[config.mk]
export PLATFORM = sky130hd
export DESIGN_NAME = udp_tx_arb
export DESIGN_NICKNAME = d
export VERILOG_FILES = /design/src/rtl/udp_tx_arb.sv
export SDC_FILE = /design/constraint.sdc
export NUM_CORES = 1
export LEC_CHECK = 0
export ABC_AREA = 1
export CAP_MARGIN = 20
export CORE_UTILIZATION = 36
export DETAILED_ROUTE_END_ITERATION = 16
export SLEW_MARGIN = 40
export SYNTH_ARGS = -nofsm -noshare
export SYNTH_HDL_FRONTEND = slang
export SYNTH_SLANG_ARGS = --single-unit
[constraint.sdc]
create_clock -name i_clk -period 2.3 [get_ports i_clk]
set_input_delay 0.46 -clock i_clk [delete_from_list [all_inputs] [get_ports i_clk]]
set_output_delay 0.46 -clock i_clk [all_outputs]
set_load 0.03 [all_outputs]
[src/rtl/udp_tx_arb.sv]
// Two-requester round-robin arbiter in front of a UDP frame generator.
// Enforces min/max payload length, a completion timeout and an inter-frame gap.
module udp_tx_arb #(
  parameter int IFG_CYCLES = 12,
  parameter int MIN_LEN    = 18,
  parameter int MAX_LEN    = 1472,
  parameter int TIMEOUT    = 4096
) (
  input  logic        i_clk,
  input  logic        i_rst,
  input  logic [1:0]  i_req,
  input  logic [15:0] i_len0,
  input  logic [15:0] i_len1,
  input  logic        i_done,
  output logic [1:0]  o_gnt,
  output logic        o_start,
  output logic        o_sel,
  output logic [15:0] o_len,
  output logic        o_err_len,
  output logic        o_timeout,
  output logic        o_idle,
  output logic [15:0] o_frames
);

  localparam logic [1:0] S_IDLE  = 2'd0;
  localparam logic [1:0] S_START = 2'd1;
  localparam logic [1:0] S_WAIT  = 2'd2;
  localparam logic [1:0] S_GAP   = 2'd3;

  localparam int WCW = $clog2(TIMEOUT + 1);
  localparam int GCW = $clog2(IFG_CYCLES + 1);

  localparam logic [15:0]    MIN_LEN_L = 16'(MIN_LEN);
  localparam logic [15:0]    MAX_LEN_L = 16'(MAX_LEN);
  localparam logic [WCW-1:0] WAIT_LAST = WCW'(TIMEOUT - 1);
  localparam logic [GCW-1:0] GAP_LOAD  = GCW'(IFG_CYCLES);

  logic [1:0]     r_state;
  logic           r_last;
  logic [WCW-1:0] r_wcnt;
  logic [GCW-1:0] r_gcnt;

  logic           w_win;
  logic [15:0]    w_len;
  logic [15:0]    w_len_adj;
  logic           w_too_long;
  logic           w_wait_exp;
  logic           w_gap_end;

  // Winner selection: on contention the requester not served last wins.
  always_comb begin
    w_win      = (i_req == 2'b11) ? ~r_last : i_req[1];
    w_len      = w_win ? i_len1 : i_len0;
    w_too_long = (w_len > MAX_LEN_L);
    w_len_adj  = (w_len < MIN_LEN_L) ? MIN_LEN_L : w_len;
    w_wait_exp = (r_wcnt == WAIT_LAST);
    w_gap_end  = (r_gcnt <= GCW'(1));
  end

  // Arbitration FSM with all outputs registered.
  always_ff @(posedge i_clk) begin
    if (i_rst) begin
      r_state   <= S_IDLE;
      r_last    <= 1'b1;
      r_wcnt    <= '0;
      r_gcnt    <= '0;
      o_gnt     <= 2'b00;
      o_start   <= 1'b0;
      o_sel     <= 1'b0;
      o_len     <= 16'd0;
      o_err_len <= 1'b0;
      o_timeout <= 1'b0;
      o_idle    <= 1'b1;
      o_frames  <= 16'd0;
    end else begin
      o_gnt     <= 2'b00;
      o_start   <= 1'b0;
      o_err_len <= 1'b0;
      o_timeout <= 1'b0;
      case (r_state)
        S_IDLE: begin
          if (i_req != 2'b00) begin
            o_gnt  <= w_win ? 2'b10 : 2'b01;
            r_last <= w_win;
            // Oversized requests are consumed and rejected without leaving IDLE.
            if (w_too_long) begin
              o_err_len <= 1'b1;
            end else begin
              o_start <= 1'b1;
              o_sel   <= w_win;
              o_len   <= w_len_adj;
              o_idle  <= 1'b0;
              r_state <= S_START;
            end
          end
        end
        S_START: begin
          r_wcnt  <= '0;
          r_state <= S_WAIT;
        end
        S_WAIT: begin
          // i_done takes precedence over a coincident timeout expiry.
          if (i_done) begin
            o_frames <= o_frames + 16'd1;
            r_gcnt   <= GAP_LOAD;
            r_state  <= S_GAP;
          end else if (w_wait_exp) begin
            o_timeout <= 1'b1;
            r_gcnt    <= GAP_LOAD;
            r_state   <= S_GAP;
          end else begin
            r_wcnt <= r_wcnt + WCW'(1);
          end
        end
        S_GAP: begin
          if (w_gap_end) begin
            r_gcnt  <= '0;
            o_idle  <= 1'b1;
            r_state <= S_IDLE;
          end else begin
            r_gcnt <= r_gcnt - GCW'(1);
          end
        end
        default: begin
          o_idle  <= 1'b1;
          r_state <= S_IDLE;
        end
      endcase
    end
  end

endmodule

* After elaboration in Yosys (flattened, before gate mapping) *
Index checks and enable logic that the tools add are counted.

word-level totals
  register bits = 59
  bits in latches = 0
  bits in writable memories = 0
  memory bits (read-only) = 0
  output and inout port bits = 39
  word-level logic and storage cells = 72
  memories = 0

operators by class
  add/sub/neg operators = 3
  $mul = 0
  divide/modulo/power cells = 0
  $lt $le $gt $ge = 3
  eq/ne operators = 11
  shifts and indexed selects = 0
  mux-type cells = 24
  bitwise gates (word level) = 5
  reduce and logical (&&, ||, !) cells = 14

operators with widths
  cell                     count
  $mux W16                 2
  $mux W13                 2
  $pmux W13 S2             1
  $add A16 B1 Y16 const B  1
  $gt A16 B11 Y1 const B   1
  $lt A16 B5 Y1 const B    1
  $add A13 B1 Y13 const B  1
  $eq A13 B12 Y1 const B   1
  $mux W2                  6
  $mux W4                  3
  $ne A2 B2 Y1 const B     5
  $pmux W2 S4              1
  $pmux W4 S2              1
  $reduce_and A4 Y1        2
  $reduce_bool A2 Y1       4
  $mux W1                  7
  $eq A2 B2 Y1 const B     3
  $reduce_and A2 Y1        3
  $reduce_and A3 Y1        2
  $reduce_or A3 Y1         2
  $not A1 Y1               5
  $le A4 B1 Y1 const B     1
  $sub A4 B1 Y4 const B    1
  $ne A3 B3 Y1 const B     1
  other kinds (3)          3

* Longest topological paths before layout *
  depth after elaboration = 7
  mapped depth = 15
  mapped depth without buffers = 14

* Worst setup path after synthesis *
Ideal clock, no wire load.

  kind = in2reg
  start = in i_req[1]
  end = reg o_len[11]
  data arrival time = 1748 ps
  data required time = 2172 ps
  slack = 424 ps
  stages = 14
  cells stage by stage = buf_6 > buf_4 > nand3_1 > nand2_2 > nor2_1 > nand2_1 > nor2_2 > nand2_2 > nand2_4 > nand2_4 > buf_6 > buf_6 > nand2_1 > nor2_1

on the way
  word-level cells in the longest chain between the ends = 6

ends and longest elaborated chain
  item                         RTL line  RTL
  start, declared              11        input logic [1:0] i_req,
  $eq A2 B2 Y1                 52        w_win = (i_req == 2'b11) ? ~r_last : i_req[1];
  $mux W1                      52
  $mux W16                     53        w_len = w_win ? i_len1 : i_len0;
  $gt A16 B11 Y1               54        w_too_long = (w_len > MAX_LEN_L);
  $not A1 Y1 (no line)         n/a
  $reduce_and A3 Y1 (no line)  n/a
  end signal, assigned         91        o_len <= w_len_adj;
  end, declared                18        output logic [15:0] o_len,

Parallel ways exist; a longest one is shown, timed or not.
A chain may end at the register's enable or synchronous reset.

* Final worst setup path *
  start = in i_req[0]
  end = reg o_len[3]

Same word-level chain as after synthesis.

==> metrics <==
status=complete, no violations; worst r2r src=r_wcnt[0]; clock latency on the worst-skew pair=0.33 ns; share of layout cells above drive strength 1=0.151; Max Transition Viols Final=0; R2R Setup Slk=between 0.2 and 0.3 ns; worst slew pin tran=roughly 0.38 ns; CTS tree=built; Synth Area in XOR/XNOR=0.0113; synth unique cells=39; utilization after layout=0.524; CP Class=primary input to flop; first-pass iteration count of the detailed router=4; fmax=between 0.4 and 0.5 GHz; final setup margin=between 0.2 and 0.25 ns; WL met2=about 3400 um; hold path depth=2; most frequent cells in the layout=nand2_1 (94), clkdlybuf4s50_1 (75), dfxtp_1 (59); dpl hpwl=just under 6000 um; CP required=about 2.5 ns; Clock Tree Root=clkbuf_8; final worst path period share=0.900; largest family of logic cells by synthesized area=simple AND/OR/NAND/NOR gates; vias per cell=between 4 and 5; # clock sinks=59; Synth Area in Adders=0.0362; Num CTS Buffers=9; final setup vio count=0; CTS Hold Buffers Added=0; max_slew headroom=0.743; Arrival @ worst endpoint=approximately 2.3 ns; worst path cell trace=clkdlybuf4s50_1, nand2_4, nand2_8, nand2_1, nand2_1, nor2_1, nand2_1, nor2_1, nand2_2, nand2_4, nand2_4, buf_4, nand3_2, nand2_1; RSZ-0062 raised after global routing=no; initial antenna violation count=1; post-synthesis net count=between 400 and 500; vias in the first global route=2920; simple-gate portion of the synthesized area=0.370; Detailed Route Iter0 Violations=93; Core ar.=around 8300 sq um; total global routing overflow=0; pwr dens=between 600 and 700 nW/um^2; WL/cell=roughly 11 um; fraction of registers with async set/reset=0; met3 routed WL=410 um; final WL=7430 um; H-tree levels=3; via count=approximately 3100; Static Leak=around 1.8 nW; beginning of the worst hold path=o_len[15]; Worst IR Drop VDD=0.292 mV; Worst setup EP type=flop; clock-pin slew of the registers on the worst-case setup and hold paths=0.06 ns; Area Growth Syn to Fin=40.1%; Routed Antenna Nets=0; first-pass GRT wire length=~13000 um; CTS max path bufs=2; pre-CTS setup slack=-0.130 ns; ys flop type=dfxtp_1; most common library cell in the layout ignoring fill and taps=nand2_1; Setup crit start kind=primary input; maximum capacitance violations=0; Mapped Cells=about 440; mux share of post-synthesis cell area=0; port buffer count=between 70 and 80; WHS=0.438 ns; max layer used=met5; Synth Area in Compound Gates=0.103; die area=approximately 9000 sq um; Hold Crit Class=flop to flop; R2R depth=11; final hold violations=0; Syn Area/Cell=approximately 7.0 sq um; diodes inserted=0; Initial Util=0.374; Setup Skew=0.00969 ns; Syn Std Cell Area=between 3000 and 4000 sq um; WL met1=~3500 um; Total GRT Usage=0.179; worst-path fanout max=18; R2R Path End=r_wcnt[9]; RePlAce Congestion=around 0.81; post-synthesis sequential area ratio=0.380; Min-Delay Endpoint=o_len[15]; row cnt=33; Die Width=94.9 um; number of flops mapped to enable cells by yosys=0; drt drc=0; register bit total from synthesis=59; largest net degree at the start of global routing=24; number of synthesis warnings=0; io pins=76; Critical-path top delay cell=clkdlybuf4s50_1; Die Y=94.9 um; final worst path period need=between 2 and 2.5 ns; maximum single-stage delay on the critical path=approximately 0.46 ns; NumNets Final=597; CP most frequent cell=nand2_1
-- synth_stat cells, drive strengths merged (2+ instances only) --
| cell type | number | share of area |
|---|---|---|
| nand4 | 6 | 0.012 |
| nand3b | 3 | 0.0072 |
| nor4 | 2 | 0.0040 |
| clkbuf | 4 | 0.0048 |
| inv | 56 | 0.068 |
| nor3b | 2 | 0.0048 |
| nand2 | 110 | 0.16 |
| buf | 8 | 0.026 |
| o21ai | 18 | 0.029 |
| nand3 | 43 | 0.079 |
| a31oi | 2 | 0.0040 |
| xor2 | 3 | 0.0085 |
| dfxtp | 59 | 0.38 |
| o21bai | 2 | 0.0048 |
| nor2 | 58 | 0.075 |
| a21oi | 29 | 0.047 |
| o31ai | 3 | 0.0072 |
| ha | 9 | 0.036 |
| nor3 | 17 | 0.027 |
-- metrics by stage --
step           instances  cell area, sq um  power (mW)  setup TNS, ns
2_1_floorplan        442              3110        1.77              0
3_3_place_gp         645              4170        2.11          -1.46
3_5_place_dp         645              4170        2.12          -2.05
4_1_cts              660              4340        2.93              0
5_1_grt              660              4350        3.11              0
6_report             660              4350        2.91              0
-- registers in the layout (all words and copies together), names as in the netlist --
name	cells
r_last	1
o_start	1
r_wcnt	13
o_sel	1
r_state	2
o_idle	1
o_timeout	1
o_frames	16
r_gcnt	4
o_err_len	1
o_gnt	2
o_len	16
-- critical path, delay by kind of cell --
kind / cells / cell delay [ns]
simple gates: 12 / 1.19
buf+inv: 2 / 0.64
-- layout make-up --
cell class	count	area, sq um
Fill cell	831	3950
Tap cell	105	131
Timing Repair Buffer	110	1030
Multi-Input combinational cell	314	1630
Clock inverter	5	30.0
Inverter	57	214
Sequential cell	59	1180
Clock buffer	10	138
-- report_power, final --
group	leakage [nW]	total, mW	switching, mW	internal [mW]
clock	0.0839	0.806	0.398	0.408
sequential	0.477	1.16	0.0610	1.10
combinational	1.28	0.945	0.554	0.391
total	1.84	2.91	1.01	1.90
-- cell families after synthesis --
kind of cell	count (synthesis)
buffers and inverters	69
AND/OR/NAND/NOR	243
flip-flops	59
XOR/XNOR	4
adder cells (fa/ha/maj)	9
AO/OA/AOI/OAI	58
-- what timing repair did --
action,in CTS,in global routing
gates resized for setup,0,5
buffers inserted,0,0
setup endpoints to repair,0,8
-- routing by layer --
metal / vias up / GRT usage
met2: 80 / 0.306
met5: - / 0
li1: 1639 / -
met3: 8 / 0.0411
met4: 2 / 0.0720
met1: 1378 / 0.215
-- worst max path at each step --
stage                from  slack, ns      endpoint  cells after the start
3_3_place_gp     i_req[0]      -0.10      o_len[0]                     13
6_report         i_req[0]       0.23      o_len[3]                     14
5_1_grt          i_req[0]      0.002      o_len[0]                     14
3_5_place_dp     i_req[0]      -0.13      o_len[0]                     13
2_1_floorplan    i_req[1]       0.42     o_len[11]                     14
4_1_cts        r_state[0]       0.16  o_frames[14]                     13
(Power assumes the default switching activity.)
